### src/rtl/aesl_deadlock_monitor_unit_pkg.sv
// Shared types and helpers for the per-process deadlock monitor.
package aesl_dl_pkg;

  // Report FSM encoding
  typedef enum logic [1:0] {
    ST_IDLE     = 2'd0,
    ST_ARMED    = 2'd1,
    ST_REPORTED = 2'd2
  } dl_state_e;

  // Token arbitration modes
  localparam int unsigned TOKEN_FIXED = 0;
  localparam int unsigned TOKEN_RR    = 1;

  // Ceiling log2 for elaboration-time sizing; clog2(1) = 0
  function automatic int unsigned clog2(input int unsigned value);
    int unsigned result;
    result = 0;
    for (int unsigned i = 0; i < 32; i++) begin
      if ((64'(1) << i) < 64'(value)) result = i + 1;
    end
    return result;
  endfunction

  // One-hot of an index; callers cast down to their vector width (<= 32)
  function automatic logic [31:0] onehot(input int unsigned idx);
    return 32'(1) << idx;
  endfunction

endpackage

### src/rtl/aesl_deadlock_monitor_unit_if.sv
// Dependency/token channel bundle between a process wrapper and its monitor.
interface aesl_deadlock_monitor_unit_if #(
  parameter int unsigned PROC_NUM     = 4,
  parameter int unsigned IN_CHAN_NUM  = 2,
  parameter int unsigned OUT_CHAN_NUM = 3,
  parameter int unsigned TS_WIDTH     = 32
);
  logic [OUT_CHAN_NUM-1:0]          proc_dep_vld_vec;
  logic [IN_CHAN_NUM-1:0]           in_chan_dep_vld_vec;
  logic [IN_CHAN_NUM*PROC_NUM-1:0]  in_chan_dep_data_vec;
  logic [IN_CHAN_NUM-1:0]           token_in_vec;
  logic                             dl_detect_in;
  logic                             origin;
  logic                             token_clear;
  logic                             dl_ack;
  logic [OUT_CHAN_NUM-1:0]          out_chan_dep_vld_vec;
  logic [PROC_NUM-1:0]              out_chan_dep_data;
  logic [OUT_CHAN_NUM-1:0]          token_out_vec;
  logic                             dl_detect_out;
  logic                             dl_confirmed;
  logic [TS_WIDTH-1:0]              dl_timestamp;

  modport master (
    output proc_dep_vld_vec, in_chan_dep_vld_vec, in_chan_dep_data_vec,
           token_in_vec, dl_detect_in, origin, token_clear, dl_ack,
    input  out_chan_dep_vld_vec, out_chan_dep_data, token_out_vec,
           dl_detect_out, dl_confirmed, dl_timestamp
  );

  modport slave (
    input  proc_dep_vld_vec, in_chan_dep_vld_vec, in_chan_dep_data_vec,
           token_in_vec, dl_detect_in, origin, token_clear, dl_ack,
    output out_chan_dep_vld_vec, out_chan_dep_data, token_out_vec,
           dl_detect_out, dl_confirmed, dl_timestamp
  );
endinterface

### src/rtl/aesl_deadlock_monitor_unit_token_arbiter.sv
// Picks which blocked outgoing channel receives the report token.
module aesl_dl_token_arbiter
  import aesl_dl_pkg::*;
#(
  parameter int unsigned OUT_CHAN_NUM = 3,
  parameter int unsigned TOKEN_RR     = 0,
  localparam int unsigned PTR_W       = (OUT_CHAN_NUM > 1) ? clog2(OUT_CHAN_NUM) : 1
) (
  input  logic                    clock,
  input  logic                    reset,
  input  logic [OUT_CHAN_NUM-1:0] req,
  input  logic                    advance,
  input  logic                    clear,
  output logic [OUT_CHAN_NUM-1:0] grant,
  output logic [PTR_W-1:0]        ptr
);

  localparam bit RR_MODE = (TOKEN_RR == aesl_dl_pkg::TOKEN_RR);

  logic [PTR_W-1:0] cand_idx;
  int unsigned      probe;

  // Candidate channel: highest request, or first request after ptr in RR mode
  always_comb begin
    cand_idx = '0;
    probe    = 0;
    if (RR_MODE) begin
      // Descending scan so the nearest channel after ptr is written last
      for (int unsigned k = OUT_CHAN_NUM; k > 0; k--) begin
        probe = (32'(ptr) + k) % OUT_CHAN_NUM;
        if (req[probe]) cand_idx = PTR_W'(probe);
      end
    end else begin
      for (int unsigned j = 0; j < OUT_CHAN_NUM; j++) begin
        if (req[j]) cand_idx = PTR_W'(j);
      end
    end
  end

  // Token is passed on for one cycle per accepted advance
  always_ff @(posedge clock) begin
    if (reset) begin
      grant <= '0;
      ptr   <= PTR_W'(OUT_CHAN_NUM - 1);
    end else if (advance && !clear) begin
      grant <= OUT_CHAN_NUM'(onehot(32'(cand_idx)));
      ptr   <= cand_idx;
    end else begin
      grant <= '0;
    end
  end

endmodule

### src/rtl/aesl_deadlock_monitor_unit.sv
// Per-process deadlock monitor: dependency merge, confirmation, sticky report, token pass.
module aesl_deadlock_monitor_unit
  import aesl_dl_pkg::*;
#(
  parameter int unsigned PROC_NUM       = 4,
  parameter int unsigned PROC_ID        = 0,
  parameter int unsigned IN_CHAN_NUM    = 2,
  parameter int unsigned OUT_CHAN_NUM   = 3,
  parameter int unsigned CONFIRM_CYCLES = 16,
  parameter int unsigned TOKEN_RR       = TOKEN_FIXED,
  parameter int unsigned TS_WIDTH       = 32
) (
  input logic                   clock,
  input logic                   reset,
  aesl_deadlock_monitor_unit_if.slave bus
);

  localparam int unsigned     CNT_W    = clog2(CONFIRM_CYCLES) + 1;
  localparam logic [CNT_W-1:0] CNT_LAST = CNT_W'(CONFIRM_CYCLES - 1);
  localparam int unsigned     PTR_W    = (OUT_CHAN_NUM > 1) ? clog2(OUT_CHAN_NUM) : 1;

  logic [PROC_NUM-1:0] merged_c;
  logic [PROC_NUM-1:0] dep_c;
  logic [PROC_NUM-1:0] dep_reg;
  logic                pass_c;
  logic                blocked_c;
  logic                raw_hit_c;
  logic                detect_c;
  logic                ack_c;
  logic [CNT_W-1:0]    cnt;
  logic [TS_WIDTH-1:0] ts;
  dl_state_e           state;
  logic                confirmed;
  logic [TS_WIDTH-1:0] timestamp;
  logic [PTR_W-1:0]    unused_tok_ptr;

  // OR together the dependency vectors of all valid incoming channels
  always_comb begin
    merged_c = '0;
    for (int unsigned i = 0; i < IN_CHAN_NUM; i++) begin
      if (bus.in_chan_dep_vld_vec[i]) merged_c = merged_c | bus.in_chan_dep_data_vec[i*PROC_NUM +: PROC_NUM];
    end
  end

  // While a deadlock is being reported without a token, keep the old vector
  assign pass_c    = ~bus.dl_detect_in | (|bus.token_in_vec);
  assign dep_c     = pass_c ? merged_c : dep_reg;
  assign blocked_c = |bus.proc_dep_vld_vec;
  assign raw_hit_c = pass_c & dep_c[PROC_ID] & blocked_c;
  assign detect_c  = raw_hit_c & (cnt == CNT_LAST);
  assign ack_c     = bus.dl_ack & (state == ST_REPORTED);

  // Dependency register, dropped when the process is no longer blocked
  always_ff @(posedge clock) begin
    if (reset) dep_reg <= '0;
    else       dep_reg <= blocked_c ? dep_c : '0;
  end

  // Consecutive self-dependency counter, saturating; any gap or ack restarts it
  always_ff @(posedge clock) begin
    if (reset)                   cnt <= '0;
    else if (!raw_hit_c || ack_c) cnt <= '0;
    else if (cnt != CNT_LAST)    cnt <= cnt + CNT_W'(1);
  end

  // Free-running timestamp, wraps naturally
  always_ff @(posedge clock) begin
    if (reset) ts <= '0;
    else       ts <= ts + TS_WIDTH'(1);
  end

  // Report FSM with sticky flag and timestamp capture on entry to REPORTED
  always_ff @(posedge clock) begin
    if (reset) begin
      state     <= ST_IDLE;
      confirmed <= 1'b0;
      timestamp <= '0;
    end else begin
      case (state)
        ST_IDLE, ST_ARMED: begin
          if (detect_c) begin
            state     <= ST_REPORTED;
            confirmed <= 1'b1;
            timestamp <= ts;
          end else if (raw_hit_c) begin
            state <= ST_ARMED;
          end else begin
            state <= ST_IDLE;
          end
        end
        ST_REPORTED: begin
          if (bus.dl_ack) begin
            state     <= ST_IDLE;
            confirmed <= 1'b0;
          end
        end
        default: begin
          state     <= ST_IDLE;
          confirmed <= 1'b0;
        end
      endcase
    end
  end

  // Token arbiter; origin forces an advance and overrides token_clear
  aesl_dl_token_arbiter #(
    .OUT_CHAN_NUM (OUT_CHAN_NUM),
    .TOKEN_RR     (TOKEN_RR)
  ) u_token_arbiter (
    .clock   (clock),
    .reset   (reset),
    .req     (bus.proc_dep_vld_vec),
    .advance ((|bus.token_in_vec) | bus.origin),
    .clear   (bus.token_clear & ~bus.origin),
    .grant   (bus.token_out_vec),
    .ptr     (unused_tok_ptr)
  );

  assign bus.out_chan_dep_vld_vec = bus.proc_dep_vld_vec;
  assign bus.out_chan_dep_data    = dep_reg | PROC_NUM'(onehot(PROC_ID));
  assign bus.dl_detect_out        = detect_c;
  assign bus.dl_confirmed         = confirmed;
  assign bus.dl_timestamp         = timestamp;

endmodule

### src/flat_wrapper.sv
// flat-port wrapper written by rule: the top's interface ports become plain ports
module aesl_deadlock_monitor_unit_flat import aesl_dl_pkg::*;
#(
  parameter int unsigned PROC_NUM       = 4,
  parameter int unsigned PROC_ID        = 0,
  parameter int unsigned IN_CHAN_NUM    = 2,
  parameter int unsigned OUT_CHAN_NUM   = 3,
  parameter int unsigned CONFIRM_CYCLES = 16,
  parameter int unsigned TOKEN_RR       = TOKEN_FIXED,
  parameter int unsigned TS_WIDTH       = 32
)
  (clock, reset, bus_proc_dep_vld_vec, bus_in_chan_dep_vld_vec, bus_in_chan_dep_data_vec, bus_token_in_vec, bus_dl_detect_in, bus_origin, bus_token_clear, bus_dl_ack, bus_out_chan_dep_vld_vec, bus_out_chan_dep_data, bus_token_out_vec, bus_dl_detect_out, bus_dl_confirmed, bus_dl_timestamp);
  aesl_deadlock_monitor_unit_if #(.PROC_NUM(PROC_NUM), .IN_CHAN_NUM(IN_CHAN_NUM), .OUT_CHAN_NUM(OUT_CHAN_NUM), .TS_WIDTH(TS_WIDTH)) bus_i ();
  input logic clock;
  input logic reset;
  input wire logic [$bits(bus_i.proc_dep_vld_vec)-1:0] bus_proc_dep_vld_vec;
  input wire logic [$bits(bus_i.in_chan_dep_vld_vec)-1:0] bus_in_chan_dep_vld_vec;
  input wire logic [$bits(bus_i.in_chan_dep_data_vec)-1:0] bus_in_chan_dep_data_vec;
  input wire logic [$bits(bus_i.token_in_vec)-1:0] bus_token_in_vec;
  input wire logic [$bits(bus_i.dl_detect_in)-1:0] bus_dl_detect_in;
  input wire logic [$bits(bus_i.origin)-1:0] bus_origin;
  input wire logic [$bits(bus_i.token_clear)-1:0] bus_token_clear;
  input wire logic [$bits(bus_i.dl_ack)-1:0] bus_dl_ack;
  output wire logic [$bits(bus_i.out_chan_dep_vld_vec)-1:0] bus_out_chan_dep_vld_vec;
  output wire logic [$bits(bus_i.out_chan_dep_data)-1:0] bus_out_chan_dep_data;
  output wire logic [$bits(bus_i.token_out_vec)-1:0] bus_token_out_vec;
  output wire logic [$bits(bus_i.dl_detect_out)-1:0] bus_dl_detect_out;
  output wire logic [$bits(bus_i.dl_confirmed)-1:0] bus_dl_confirmed;
  output wire logic [$bits(bus_i.dl_timestamp)-1:0] bus_dl_timestamp;
  assign bus_i.proc_dep_vld_vec = bus_proc_dep_vld_vec;
  assign bus_i.in_chan_dep_vld_vec = bus_in_chan_dep_vld_vec;
  assign bus_i.in_chan_dep_data_vec = bus_in_chan_dep_data_vec;
  assign bus_i.token_in_vec = bus_token_in_vec;
  assign bus_i.dl_detect_in = bus_dl_detect_in;
  assign bus_i.origin = bus_origin;
  assign bus_i.token_clear = bus_token_clear;
  assign bus_i.dl_ack = bus_dl_ack;
  assign bus_out_chan_dep_vld_vec = bus_i.out_chan_dep_vld_vec;
  assign bus_out_chan_dep_data = bus_i.out_chan_dep_data;
  assign bus_token_out_vec = bus_i.token_out_vec;
  assign bus_dl_detect_out = bus_i.dl_detect_out;
  assign bus_dl_confirmed = bus_i.dl_confirmed;
  assign bus_dl_timestamp = bus_i.dl_timestamp;
  aesl_deadlock_monitor_unit #(.PROC_NUM(PROC_NUM), .PROC_ID(PROC_ID), .IN_CHAN_NUM(IN_CHAN_NUM), .OUT_CHAN_NUM(OUT_CHAN_NUM), .CONFIRM_CYCLES(CONFIRM_CYCLES), .TOKEN_RR(TOKEN_RR), .TS_WIDTH(TS_WIDTH)) u_core (.clock(clock), .reset(reset), .bus(bus_i));
endmodule
### config.mk
export PLATFORM = sky130hd
export DESIGN_NAME = aesl_deadlock_monitor_unit_flat
export DESIGN_NICKNAME = d
export VERILOG_FILES = /design/src/rtl/aesl_deadlock_monitor_unit_pkg.sv /design/src/rtl/aesl_deadlock_monitor_unit_if.sv /design/src/rtl/aesl_deadlock_monitor_unit_token_arbiter.sv /design/src/rtl/aesl_deadlock_monitor_unit.sv /design/src/flat_wrapper.sv
export SDC_FILE = /design/constraint.sdc
export NUM_CORES = 1
export LEC_CHECK = 0
export CAP_MARGIN = 20
export CORE_MARGIN = 4
export CORE_UTILIZATION = 51
export CTS_CLUSTER_DIAMETER = 120
export DETAILED_ROUTE_END_ITERATION = 7
export HOLD_SLACK_MARGIN = 0.06
export PLACE_DENSITY = 0.91
export SETUP_SLACK_MARGIN = 0.05
export SLEW_MARGIN = 20
export SYNTH_ARGS = -nofsm -noshare
export SYNTH_HDL_FRONTEND = slang
export SYNTH_SLANG_ARGS = --single-unit
### constraint.sdc
create_clock -name clock -period 2.6 [get_ports clock]
set_input_delay 0.52 -clock clock [delete_from_list [all_inputs] [get_ports clock]]
set_output_delay 0.52 -clock clock [all_outputs]
set_load 0.05 [all_outputs]
==> impl_results.md <==
* Initial antenna violation count at 0
* Simple-gate share of the synthesized area at 27.77%
* P&R area growth vs syn at 25.52%
* Postcts setup bufs at 0
* Yosys top cell by area: dfxtp_1
* Worst-margin pin slew at 0.6375 ns
* Gp weighted congestion at just under 0.8
* Yosys warns at 0
* Hold Violations, Final at 0
* Clock network fraction of design power at 43.2%
* Tot Pwr at around 0.0024 W
* Pre-CTS WS at 0.2294 ns
* Synth cell types at 42
* Cts hold-fix bufs at 0
* Reg area at 0.001562 mm²
* Clock slew at reported path FFs at 0.07 ns
* Flops & latches, synth at 78
* Power per cell area at 576.7 mW/mm²
* Synth top area cells: dfxtp_1 (47%), nand2_1 (9.0%), a21oi_1 (7.6%), nor2_1 (3.3%), o31ai_1 (2.1%)
* CP endpoint kind: output port
* Gate power share at 5.7%
* FP Rows at 28
* Min Tclk post-route at 2.412 ns
* Max cap viols at 0
* Crit-path cells: ha_1 -> and3_1 -> ha_2 -> o31ai_1 -> nor3_2 -> buf_4
* Detailed-route DRC error count at 0
* Crit start category: flip-flop
* Starting Density at 53.96%
* Final WS setup at about 0.19 ns
* Largest family of logic cells by synthesized area: simple AND/OR/NAND/NOR gates
* Critical path peak fanout at 8
* Die Y at 88.31 µm
* Routed vias/inst at 5.626
* Crit path DAT at approximately 1.9 ns
* CP top delay family: adder cells
* I/O Pins at between 60 and 70
* Total grt overflow at 0
* Hpwl dp at 5.177 mm
* Syn nets at 416
* Status: finished clean
* CP max stage cell: dfxtp_1
* Asr flop ratio synth at 0%
* Top-area cell type share of the netlist area at 47.47%
* Wire per inst at 14.20 µm
* WL final at 7.412 mm
* Mux contribution to synthesized area at under 10%
* Fmax at 0.4146 GHz
* Final setup viols at 0
* HP Class: reg2reg
* Worst EP required at 2.08 ns
* Clk buf depth at 2
* CTS tree: done
* # diodes at 0
* Leakage Power at 1.396 nW
* Vias at 2,937
* Avg Cell Area, Syn at between 8 and 9 µm²
* Int Power at 0.001854 W
* Layout cell share with drive strength beyond 1 at 10.29%
* Hold_ws at 0.4546 ns
* Max VDD drop at between 0.0003 and 0.0004 V
* Post-synthesis instance area at 0.003289 mm²
* Final clock skew at 0.009138 ns
* Compound-Gate Fraction of Synth Area at 12.48%
* Post-synth EDFFs at 0
* Post-Synth XOR/XNOR Area at about 3.2%
* Flop pwr share at 51.0%
* Router iterations before antenna repair at 4
* Chip Width at between 80 and 90 µm
* Layout fillers at between 400 and 500
* PostCTS Resize Cnt at 0
* Die ar. at 0.007799 mm²
* Max_slew headroom at 57.05%
* Unrepaired setup endpoints after global routing: no
* Cells after Synth at 392
* Antenna Violating Nets Remaining at 0
* Tot GR Track Use at 19.80%
* Multi-input gate area at 0.001562 mm²
* # clock sinks at 78
* Port Buffer Count at 63
* First-pass GRT wire length at around 12 mm
* Switching share of power at around 22%
* Vias in the first global route at 2,823
* Max Slew Vio Count at 0
* Buf+Inv Stages, Crit Path at 1
* CTS Buf Count at 9
* Post-Synth Adder-Cell Area at 1.141%
* Final period util at 92.78%
* Sequential fraction of the synthesis area at roughly 47%
* Sw Pwr at ~0.00053 W
* Largest net degree at the start of global routing at 42
* CP Class: reg2out
* H-tree depth at 3
* Delay of the slowest critical-path stage at 0.37 ns
* Root buffer cell: clkbuf_8
* Clock Latency Late Sink at about 0.35 ns
* Core Region at 0.006096 mm²
* DRT iter0 DRCs at between 150 and 200
* Nets@finish at 466
* Ys flop type: dfxtp_1
* Setup_tns at 0 ns
-- layout by cell type (no fill, tap or decap), drive strengths merged, types with 3 or more instances in the layout --
cell type / Yosys / final
nor3: 7 / 7
inv: 7 / 7
and4: 5 / 5
nor2b: 8 / 8
or4: 7 / 7
or3: 5 / 5
xor2: 7 / 7
nand3: 12 / 12
o21ai: 7 / 7
nand4: 6 / 6
a21oi: 50 / 50
and3: 6 / 6
dfxtp: 78 / 78
a221oi: 3 / 3
mux2: 6 / 6
nor3b: 3 / 3
clkbuf: 15 / 11
nor4: 9 / 9
nor2: 29 / 29
nand2: 79 / 79
ha: 3 / 3
xnor2: 5 / 5
clkdlybuf4s50: 0 / 58
o31ai: 9 / 9
buf: 14 / 10
-- worst register-to-register path, stage by stage, from the launching register on --
cell and delay (ns):
dfxtp_1 0.37, ha_1 0.18, and3_1 0.17, ha_2 0.27, o31ai_1 0.16, or4_1 0.47
buf_4 0.23, nand2_1 0.10, a21oi_1 0.07
-- power groups by stage --
stage | sequential (W) | clock, W | combinational [W]
floorplan | 0.00125 | 0 | 0.0000776
detailed placement | 0.00124 | 0 | 0.000136
global route | 0.00122 | 0.00109 | 0.000146
global placement | 0.00124 | 0 | 0.000131
CTS | 0.00121 | 0.00104 | 0.000137
finish | 0.00122 | 0.00103 | 0.000137
-- routing by layer --
| metal | track usage, % | vias up | routed length (µm) |
|---|---|---|---|
| met4 | 7.692 | 0 | 117 |
| met3 | 4.655 | 11 | 415 |
| met2 | 35.69 | 71 | 3838 |
| li1 | - | 1450 | - |
| met1 | 22.56 | 1405 | 3041 |
| met5 | 0 | - | 0 |
-- Yosys cell counts, drive strengths merged (8+ instances only) --
master   n
nand3   12
nor2b    8
buf     14
o31ai    9
nor2    29
nand2   79
a21oi   50
dfxtp   78
nor4     9
clkbuf  15
-- through the flow --
step / instances / area [µm²] / utilization [%]
floorplan: 392 / 3294 / -
global placement: 506 / 3894 / 63.88
detailed placement: 506 / 3894 / 63.88
CTS: 522 / 4126 / 67.69
global route: 522 / 4129 / 67.73
finish: 522 / 4129 / 67.73
-- area by class of cell --
type,instances,area share (%)
multi-input cells,278,37.82
repair buffers,68,15.82
clock buffers,11,3.667
clock inverters,5,1.970
flip-flops and latches,78,37.82
inverters,7,0.6364
well taps,75,2.273
-- cells by family (layout without fill, tap and decap cells) --
family | count (synthesis) | count (layout)
simple gates | 182 | 182
flops | 78 | 78
compound gates | 73 | 73
buf+inv | 36 | 91
xor+xnor | 12 | 12
mux | 7 | 7
fa+ha+maj | 3 | 3
other cells | 1 | 1
-- final timing paths --
| path | slack [ns] | to | depth (start not counted) | startpoint |
|---|---|---|---|---|
| worst min-delay path | 0.45 | u_core.bus.dl_timestamp[27] | 2 | u_core.bus.dl_timestamp[27] |
| worst min register to register | 0.45 | u_core.bus.dl_timestamp[27] | 2 | u_core.bus.dl_timestamp[27] |
| worst max register to register | 0.46 | u_core.bus.dl_timestamp[19] | 8 | u_core.cnt[0] |
| worst max-delay path | 0.19 | bus_dl_detect_out | 6 | u_core.cnt[0] |
Power figures use the tool's default switching activity.
